## src/rtl/muldiv_unit.sv

```systemverilog
// Iterative 32-bit multiply/divide unit holding the HI/LO registers.
// One operation per accepted start: 32 shift-add / restoring-divide steps, then a sign-fix cycle.
module muldiv_unit #(
   parameter int WIDTH = 32
) (
   input  logic             clk,
   input  logic             reset_n,
   input  logic             start,
   input  logic [1:0]       op,
   input  logic [WIDTH-1:0] in1,
   input  logic [WIDTH-1:0] in2,
   input  logic             hi_we,
   input  logic             lo_we,
   input  logic [WIDTH-1:0] wdata,
   output logic             busy,
   output logic             done,
   output logic [WIDTH-1:0] hi,
   output logic [WIDTH-1:0] lo
);

   typedef enum logic [1:0] {IDLE, CALC, FIX} state_t;

   state_t             state_q, state_d;
   logic [4:0]         count_q, count_d;
   logic [2*WIDTH-1:0] acc_q, acc_d;
   logic [WIDTH-1:0]   opd_q, opd_d;
   logic [WIDTH-1:0]   in1_q, in1_d;
   logic               is_div_q, is_div_d;
   logic               qsign_q, qsign_d;
   logic               rsign_q, rsign_d;
   logic               dz_q, dz_d;
   logic               busy_q, busy_d;
   logic               done_q, done_d;
   logic [WIDTH-1:0]   hi_q, hi_d;
   logic [WIDTH-1:0]   lo_q, lo_d;

   logic               is_signed;
   logic [WIDTH-1:0]   a_abs, b_abs;
   logic [WIDTH:0]     mul_sum;
   logic [WIDTH:0]     rem_sh;
   logic [WIDTH:0]     div_diff;
   logic [2*WIDTH-1:0] mul_next, div_next, prod_fix;
   logic [WIDTH-1:0]   quo_fix, rem_fix;

   always_comb begin
      is_signed = ~op[0];
      a_abs     = (is_signed && in1[WIDTH-1]) ? -in1 : in1;
      b_abs     = (is_signed && in2[WIDTH-1]) ? -in2 : in2;

      // Multiply: add multiplicand into the upper half when the multiplier LSB is set, then shift right.
      mul_sum  = {1'b0, acc_q[2*WIDTH-1:WIDTH]} + (acc_q[0] ? {1'b0, opd_q} : '0);
      mul_next = {mul_sum, acc_q[WIDTH-1:1]};

      // Divide: {remainder, dividend} shifts left; quotient bits enter at the bottom.
      rem_sh   = {acc_q[2*WIDTH-1:WIDTH], acc_q[WIDTH-1]};
      div_diff = rem_sh - {1'b0, opd_q};
      div_next = div_diff[WIDTH] ? {rem_sh[WIDTH-1:0], acc_q[WIDTH-2:0], 1'b0}
                                 : {div_diff[WIDTH-1:0], acc_q[WIDTH-2:0], 1'b1};

      prod_fix = qsign_q ? -acc_q : acc_q;
      quo_fix  = qsign_q ? -acc_q[WIDTH-1:0] : acc_q[WIDTH-1:0];
      rem_fix  = rsign_q ? -acc_q[2*WIDTH-1:WIDTH] : acc_q[2*WIDTH-1:WIDTH];
   end

   always_comb begin
      state_d  = state_q;
      count_d  = count_q;
      acc_d    = acc_q;
      opd_d    = opd_q;
      in1_d    = in1_q;
      is_div_d = is_div_q;
      qsign_d  = qsign_q;
      rsign_d  = rsign_q;
      dz_d     = dz_q;
      busy_d   = busy_q;
      done_d   = 1'b0;
      hi_d     = hi_q;
      lo_d     = lo_q;
      case (state_q)
         IDLE: begin
            if (hi_we) hi_d = wdata;
            if (lo_we) lo_d = wdata;
            if (start) begin
               state_d  = CALC;
               count_d  = '0;
               busy_d   = 1'b1;
               is_div_d = op[1];
               acc_d    = op[1] ? {{WIDTH{1'b0}}, a_abs} : {{WIDTH{1'b0}}, b_abs};
               opd_d    = op[1] ? b_abs : a_abs;
               in1_d    = in1;
               qsign_d  = is_signed & (in1[WIDTH-1] ^ in2[WIDTH-1]);
               rsign_d  = is_signed & in1[WIDTH-1];
               dz_d     = op[1] && (in2 == '0);
            end
         end
         CALC: begin
            acc_d   = is_div_q ? div_next : mul_next;
            count_d = count_q + 5'd1;
            if (count_q == 5'd31) state_d = FIX;
         end
         FIX: begin
            state_d = IDLE;
            busy_d  = 1'b0;
            done_d  = 1'b1;
            if (!is_div_q) begin
               {hi_d, lo_d} = prod_fix;
            end else if (dz_q) begin
               hi_d = in1_q;
               lo_d = '1;
            end else begin
               hi_d = rem_fix;
               lo_d = quo_fix;
            end
         end
         default: state_d = IDLE;
      endcase
   end

   always_ff @(posedge clk or negedge reset_n) begin
      if (!reset_n) begin
         state_q  <= IDLE;
         count_q  <= '0;
         acc_q    <= '0;
         opd_q    <= '0;
         in1_q    <= '0;
         is_div_q <= 1'b0;
         qsign_q  <= 1'b0;
         rsign_q  <= 1'b0;
         dz_q     <= 1'b0;
         busy_q   <= 1'b0;
         done_q   <= 1'b0;
         hi_q     <= '0;
         lo_q     <= '0;
      end else begin
         state_q  <= state_d;
         count_q  <= count_d;
         acc_q    <= acc_d;
         opd_q    <= opd_d;
         in1_q    <= in1_d;
         is_div_q <= is_div_d;
         qsign_q  <= qsign_d;
         rsign_q  <= rsign_d;
         dz_q     <= dz_d;
         busy_q   <= busy_d;
         done_q   <= done_d;
         hi_q     <= hi_d;
         lo_q     <= lo_d;
      end
   end

   assign busy = busy_q;
   assign done = done_q;
   assign hi   = hi_q;
   assign lo   = lo_q;

endmodule

```

## config.mk

```make
export PLATFORM = sky130hd
export DESIGN_NAME = muldiv_unit
export DESIGN_NICKNAME = d
export VERILOG_FILES = /design/src/rtl/muldiv_unit.sv
export SDC_FILE = /design/constraint.sdc
export NUM_CORES = 1
export LEC_CHECK = 0
export CORE_UTILIZATION = 55
export DETAILED_ROUTE_END_ITERATION = 7
export PLACE_DENSITY = 0.77
export SYNTH_ARGS = -nofsm -noshare
export SYNTH_HDL_FRONTEND = slang
export SYNTH_SLANG_ARGS = --single-unit
```

## constraint.sdc

```tcl
create_clock -name clk -period 6.48 [get_ports clk]
set_clock_uncertainty 0.15 [all_clocks]
set_input_delay 0.972 -clock clk [delete_from_list [all_inputs] [get_ports clk]]
set_output_delay 0.972 -clock clk [all_outputs]
set_load 0.05 [all_outputs]
```

; Yosys cells after proc, flatten, opt, wreduce, memory -nomap -nowiden
; Cells that the tools add are included.
[classes]
add_sub_neg = 8
eq_ne = 7
n_mux = 28
bitwise = 4
reduce_logical = 13
[op_table]
columns = op, count
row1 = two-way mux 32 bit, 13
row2 = two-way mux 64 bit, 4
row3 = negator 32 bit, 4
row4 = case mux 32 bit (2 select lines), 2
row5 = case mux 64 bit (2 select lines), 1
row6 = negator 64 bit, 1
row7 = adder 32 x 32 -> 33 bit, 1
row8 = subtractor 33 x 32 -> 33 bit, 1
row9 = zero test 32 bit, 1
row10 = AND reduction 2 bit, 6
row11 = case mux 5 bit (2 select lines), 1
row12 = "!= test 2 bit, second input constant", 4
row13 = "adder 5 x 1 -> 5 bit, second input constant", 1
row14 = "equality test 5 bit, second input constant", 1
row15 = two-way mux 5 bit, 1
row16 = two-way mux 2 bit, 2
row17 = case mux 2 bit (2 select lines), 1
row18 = nonzero test 2 bit, 2
row19 = logical AND 1 bit, 3
row20 = bitwise AND 1 bit, 2
row21 = "equality test 2 x 1 -> 1 bit, second input constant", 1
row22 = "equality test 2 bit, second input constant", 1
row23 = zero test 2 bit, 1
row24 = two-way mux 1 bit, 2
row25 = other kinds (3), 3
[word_totals]
register_bits = 205
inputBits = 103
out_inout_bits = 66
word_cells = 73

; Logic depth before layout (Yosys ltp)
; Gate-level depths: netlist of the first run.
[depth]
ltp_word = 6
ltp_mapped = 14

; Least setup slack after synthesis of the first run
; Ideal clock, no wire load.
[synth_timing]
path_type = register -> register
startpoint = reg acc_q[0]
endpoint = reg acc_q[56]
setup_time_ns = 0.126
arrival_ns = 3.233
t_required_ns = 6.204
setup_slack_ns = 2.971
path_stages_with_launch = 14
period_less_slack_ns = 3.509
path_cell_list = dfrtp_1 inv_1 clkbuf_1 nor2_1 ha_1 o211ai_1 a21o_1 a2111o_1 a31oi_1 o21ai_0 a311oi_1 a31oi_1 xnor2_1 a221o_1
[synth_via]
elab_chain_len = 4
[synth_rtl]
columns = element, line
row1 = "start, declared", 25  ; logic [2*WIDTH-1:0] acc_q, acc_d;
row2 = "start signal, assigned", 123  ; acc_q <= '0;
row3 = "start signal, assigned", 137  ; acc_q <= acc_d;
row4 = two-way mux 32 bit, 51  ; mul_sum = {1'b0, acc_q[2*WIDTH-1:WIDTH]} + (acc_q[0] ? {1'b0, opd_q} : '0);
row5 = adder 32 x 32 -> 33 bit, 51
row6 = two-way mux 64 bit, 97  ; acc_d = is_div_q ? div_next : mul_next;
row7 = case mux 64 bit (2 select lines), 79  ; case (state_q)
; No other way between the ends.
; A chain may end at the register's enable or synchronous reset.

; Worst setup path in the final report of the first run
[layout_timing]
startpoint = reg acc_q[0]
endpoint = reg acc_q[62]
; The elaborated chain is that of the path after synthesis.

==> metrics.cfg, run 1 <==
[run_status]
status=completed

[pwr]
p_leak_nw=8.25
peakVddDrop_uv=386
p_per_area_mw_per_mm2=636

[sta]
setup-tns-final_ns=0
fin_crit_ns=4.81
slew_headroom=0.179
max_freq_mhz=208
worst_pin_slew_ns=1.23
hold_viol_final=0
rsz0062_at_grt=false
maxSlewViolCount=0
timing.final.crit_share=0.743
finalSetupViolCount=0
holdWs_ns=0.327

[detailed_routing]
dr.pass1.iters=6
wirelength_um=65500
viasPerCell=6.68
antenna_left=0
vias=17962
wl_per_cell_um=24.4
drc_errors=0
drt_iter0_drc=2186

[logic_synthesis]
synth_seq_cells=205
synth_edf_count=0
ys_types=77
ys_seq_area_frac=0.301
syn_avg_cell_area_um2=7.70
synth_area_mm2=0.0170
synth_warnings=0
syn_inst=2214
async_reset_ff_frac=1.00
synth_fp_nets=2389
ys.flop_type=dfrtp_1

[finish]
drive_above_1_share=0.0436
final-seq-area_mm2=0.00513
diodes=0
nNetsFinal=2448
nFillCells=2693
multi_input_area_mm2=0.0111
layout_common_cells=nand2_1, o21ai_0, dfrtp_1
final_common_cell=nand2_1
area_delta_synth_final_pct=15.9
stdcell_area_mm2=0.0198

[floorplan]
rows=64
core_region_area_mm2=0.0305
initial_core_util=0.558
die_h_um=178
ioPinCount=169
die_area_mm2=0.0317
fp.dieW_um=178

[grt]
grt_max_degree=122
grt-ovfl-total=0
grt_pass1_wl_um=98400
antenna_found_initial=1
grt_usage=0.409
grt_pass1_vias=16492

[clocking]
insertion_delay_ns=0.54
root_buffer=clkbuf_16
htree_levels=1
clkSlewWorstSetupHoldPaths_ns=0.07
cts.repair.resized=0
cts.sinks=205
numCtsBuffers=25
cts_tree=built
cts_buffer_depth=3
cts_hold_buf=0
postCtsSetupBuffers=0

[worst_setup_path]
crit_path_max_incr_delay_ns=0.91
critPathKind=flip-flop to flip-flop
critPathLaunchType=flip-flop
path_max_fanout=32
required_ns=6.77
critPathSlowestCell=inv_1
crit_chain=inv_1 > nor2_1 > ha_1 > o211ai_1 > a21o_1 > a2111o_1 > a31oi_1 > o21ai_0 > a311oi_1 > a31oi_1 > xor2_1 > a221oi_1
cp_common_cell=a31oi_1
end_kind=flip-flop
cp.arrival_ns=5.10

[flow_run]
drv_cap=0

[placement]
place_congestion=1.02
dpl.hpwl_um=49300
postPlaceCellArea_mm2=0.0188
portBuffers=168

[worst_hold_path]
hp-class=flip-flop to flip-flop

-- worst paths after layout --
path	cells after the start	end	slack (ns)	startpoint
min in group asynchronous	1	count_q[3]$_DFFE_PN0P_	0.34	reset_n
worst max register to register	12	acc_q[62]$_DFFE_PN0P_	1.67	acc_q[0]$_DFFE_PN0P_
worst min register to register	2	hi[4]$_DFFE_PN0P_	0.33	hi[4]$_DFFE_PN0P_
worst max-delay path	12	acc_q[62]$_DFFE_PN0P_	1.67	acc_q[0]$_DFFE_PN0P_
max in group asynchronous	2	in1_q[16]$_DFFE_PN0P_	4.68	reset_n
worst min-delay path	2	hi[4]$_DFFE_PN0P_	0.33	hi[4]$_DFFE_PN0P_
-- logic make-up (layout without fill, tap and decap cells) --
family                     count (synthesis)  count (layout)  synth area share
AOI/OAI and AO/OA                        756             756             0.281
xor gates and xnor gates                 183             183            0.0941
adders and majority gates                 72              72            0.0538
buffers and inverters                    219             296            0.0490
DFF                                      205             205             0.301
muxes                                     49              49            0.0290
and+or+nand+nor                          730             730             0.193
-- flip-flops by register name, summed over array words and instances (netlist names) --
name / cells
acc_q: 64
busy: 1
count_q: 5
done: 1
dz_q: 1
hi: 32
in1_q: 32
is_div_q: 1
lo: 32
opd_q: 32
qsign_q: 1
rsign_q: 1
state_q: 2
-- layer usage --
layer  global-route usage  wire length, µm  share of wire
met5                    0                0              0
met3               0.0799             6880           0.11
met4                0.156             2600          0.040
met2                0.595            27800           0.42
met1                0.595            28200           0.43
-- cells in the mapped netlist, drive strengths merged (24+ instances only) --
cell type,number,area share
a22oi,26,0.011
clkbuf,141,0.031
mux2i,46,0.027
nor2,176,0.039
xnor2,110,0.057
nand3,38,0.011
nand2,319,0.070
o21ai,220,0.065
or3,25,0.0098
a211oi,52,0.023
a21o,36,0.016
o31ai,33,0.015
a21oi,171,0.050
ha,70,0.051
xor2,73,0.038
o211ai,53,0.023
nor3,48,0.014
o22ai,35,0.013
a31oi,24,0.0088
inv,58,0.013
dfrtp,205,0.30
-- worst max-delay path: cells and delay by family, from the launching register on --
kind,cells,cell delay (ns)
simple gates,1,0.13
fa+ha+maj,1,0.44
flops,1,0.46
compound gates,8,2.40
buf+inv,1,0.91
xor+xnor,1,0.19
-- where the power goes --
part           leakage, nW  switching, W  internal [W]  total (W)
clock                0.431      0.000581      0.000975    0.00156
sequential            2.48      0.000988       0.00192    0.00290
combinational         5.33       0.00510       0.00301    0.00810
total                 8.25       0.00666       0.00590     0.0126
-- layout make-up --
| cell class | count | share of cell area |
|---|---|---|
| multi-input cells | 1790 | 0.563 |
| flip-flops and latches | 205 | 0.260 |
| repair buffers | 191 | 0.0951 |
| clock buffers | 35 | 0.0366 |
| well taps | 396 | 0.0251 |
| inverters | 60 | 0.0114 |
| clock inverters | 10 | 0.00937 |
-- through the flow --
stage                     cells   util  worst slack, ns  total power [W]
after floorplan            2214      -             2.97          0.00826
after global placement     2642  0.618             1.95           0.0106
after detailed placement   2642  0.618             1.83           0.0107
after CTS                  2687  0.647             1.81           0.0123
after global routing       2687  0.647             1.47           0.0133
final                      2687  0.647             1.67           0.0126
Power figures use the tool's default switching activity.
==> inputs of run 2 (changes only) <==
==> constraint.sdc (replaced) <==
create_clock -name clk -period 5.05 [get_ports clk]
set_clock_uncertainty 0.15 [all_clocks]
set_input_delay 0.7575 -clock clk [delete_from_list [all_inputs] [get_ports clk]]
set_output_delay 0.7575 -clock clk [all_outputs]
set_load 0.05 [all_outputs]
==> metrics.cfg, run 2 (synthesis gave the netlist of run 1 again) <==
[pwr]
p_leak_nw=8.33  ; +0.95%
p_per_area_mw_per_mm2=824  ; +30%
peakVddDrop_uv=527  ; +36%

[sta]
hold_viol_final=0  ; unchanged
worst_pin_slew_ns=1.13  ; -0.0962 ns
timing.final.crit_share=0.854  ; +0.112
slew_headroom=0.246  ; +0.0671
rsz0062_at_grt=false
fin_crit_ns=4.32  ; -0.496 ns
finalSetupViolCount=0  ; unchanged
maxSlewViolCount=0  ; unchanged
finalWorstSetupSlack_ns=0.735  ; -0.934 ns
setup-tns-final_ns=0  ; unchanged
max_freq_mhz=232  ; +12%

[floorplan]
die_h_um=178  ; unchanged
initial_core_util=0.558  ; unchanged
ioPinCount=169  ; unchanged
fp.dieW_um=178  ; unchanged
die_area_mm2=0.0317  ; unchanged
core_region_area_mm2=0.0305  ; unchanged
rows=64  ; unchanged

[clocking]
cts.sinks=205  ; unchanged
postCtsSetupBuffers=0  ; unchanged
htree_levels=1  ; unchanged
clkSlewWorstSetupHoldPaths_ns=0.06  ; about the same
insertion_delay_ns=0.56  ; +0.02 ns
cts_tree=built
cts_buffer_depth=3  ; unchanged
numCtsBuffers=25  ; unchanged
cts.repair.resized=0  ; unchanged
root_buffer=clkbuf_16
cts_hold_buf=0  ; unchanged

[worst_setup_path]
startpoint=acc_q[0]$_DFFE_PN0P_
regToRegEndpoint=acc_q[62]$_DFFE_PN0P_
worst-r2r-cell-count=13  ; +1
required_ns=5.35  ; -1.42 ns
end_kind=flip-flop
critPathSlowestCell=a311oi_1
cp.arrival_ns=4.62  ; -0.48 ns
cp_common_cell=a31oi_1
path_max_fanout=18  ; -44%
crit_path_max_incr_delay_ns=0.63  ; -0.28 ns
critPathKind=flip-flop to flip-flop
r2r-start=acc_q[0]$_DFFE_PN0P_
critPathLaunchType=flip-flop
reg2reg_slack_ns=0.73  ; -0.93 ns
crit_buf_inv=2  ; +1
path_depth=13  ; +1
crit_chain=inv_1 > buf_4 > nor2_1 > ha_1 > o211ai_1 > a21o_1 > a2111o_1 > a31oi_1 > o21ai_0 > a311oi_1 > a31oi_1 > xor2_1 > a221oi_1
cp_top_family=compound AO/OA/AOI/OAI gates
cp-endpoint=acc_q[62]$_DFFE_PN0P_

[grt]
grt_usage=0.420  ; +0.0112
antenna_found_initial=0  ; -1
grt_max_degree=107  ; -12%
grt-ovfl-total=0  ; unchanged
grt_pass1_vias=16205  ; -1.7%
grt_pass1_wl_um=99900  ; +1.6%

[finish]
regMostFlops=acc_q
nNetsFinal=2471  ; +0.94%
largest_reg_flops=64  ; unchanged
final_common_cell=nand2_1
drive_above_1_share=0.0524  ; +0.00871
area_delta_synth_final_pct=16.4
layout_common_cells=nand2_1, o21ai_0, dfrtp_1

[detailed_routing]
vias=18125  ; +0.91%
viasPerCell=6.69  ; +0.12%
drt_iter0_drc=2472  ; +13%
drc_errors=0  ; unchanged
wl_per_cell_um=24.8  ; +1.8%
antenna_left=0  ; unchanged
wirelength_um=67200  ; +2.6%
dr.pass1.iters=5  ; -1

[placement]
dp_slack_ns=0.838  ; -0.992 ns
place_congestion=1.03  ; +1.8%
portBuffers=168  ; unchanged
dpl.hpwl_um=51200  ; +3.7%

[run_status]
status=completed

[flow_run]
drv_cap=0  ; unchanged

[worst_hold_path]
hp-class=primary input to async pin

run 2: cell types whose count changed in the layout (fill, tap and decap cells not counted), moves of 2 or more:
cell	previous run	this run
buf_4	21	43
bufinv_16	5	1
clkinvlp_4	4	1
clkinv_2	1	3
inv_6	0	2
run 2: routing by layer:
layer | GRT usage | part of all wire
met3 | 0.106 | 0.13
met2 | 0.585 | 0.41
met5 | 0 | 0
met4 | 0.179 | 0.047
met1 | 0.609 | 0.42
run 2: metrics by stage:
step | instances | total power (W) | hold slack, ns | instance area [µm²] | util
after global placement | 2665 | 0.0139 | 0.307 | 19000 | 0.624
final | 2708 | 0.0164 | 0.149 | 19800 | 0.650
after global routing | 2707 | 0.0172 | 0.213 | 19800 | 0.650
after CTS | 2707 | 0.0160 | 0.192 | 19800 | 0.650
after floorplan | 2214 | 0.0106 | 0.287 | 17000 | -
after detailed placement | 2665 | 0.0141 | 0.313 | 19000 | 0.624
run 2: cell type report:
type	count	area, µm²
Multi-Input combinational cell	1790	11100
Inverter	60	225
Sequential cell	205	5130
Tap cell	396	495
Timing Repair Buffer	214	2060
Fill cell	2677	10700
Clock buffer	33	706
Clock inverter	9	101
Antenna cell	1	2.50
run 2: report_power, final:
part	internal, W	switching [W]
clock	0.00104	0.000777
combinational	0.00399	0.00701
sequential	0.00246	0.00108
total	0.00749	0.00886
run 2: worst min path at each step:
stage / endpoint / slack, ns / cells after the start
floorplan: in1_q[16]$_DFFE_PN0P_ / 0.29 / 2
global placement: in1_q[19]$_DFFE_PN0P_ / 0.31 / 2
detailed placement: in1_q[16]$_DFFE_PN0P_ / 0.31 / 2
CTS: count_q[2]$_DFFE_PN0P_ / 0.19 / 1
global route: count_q[2]$_DFFE_PN0P_ / 0.21 / 1
finish: count_q[2]$_DFFE_PN0P_ / 0.15 / 1
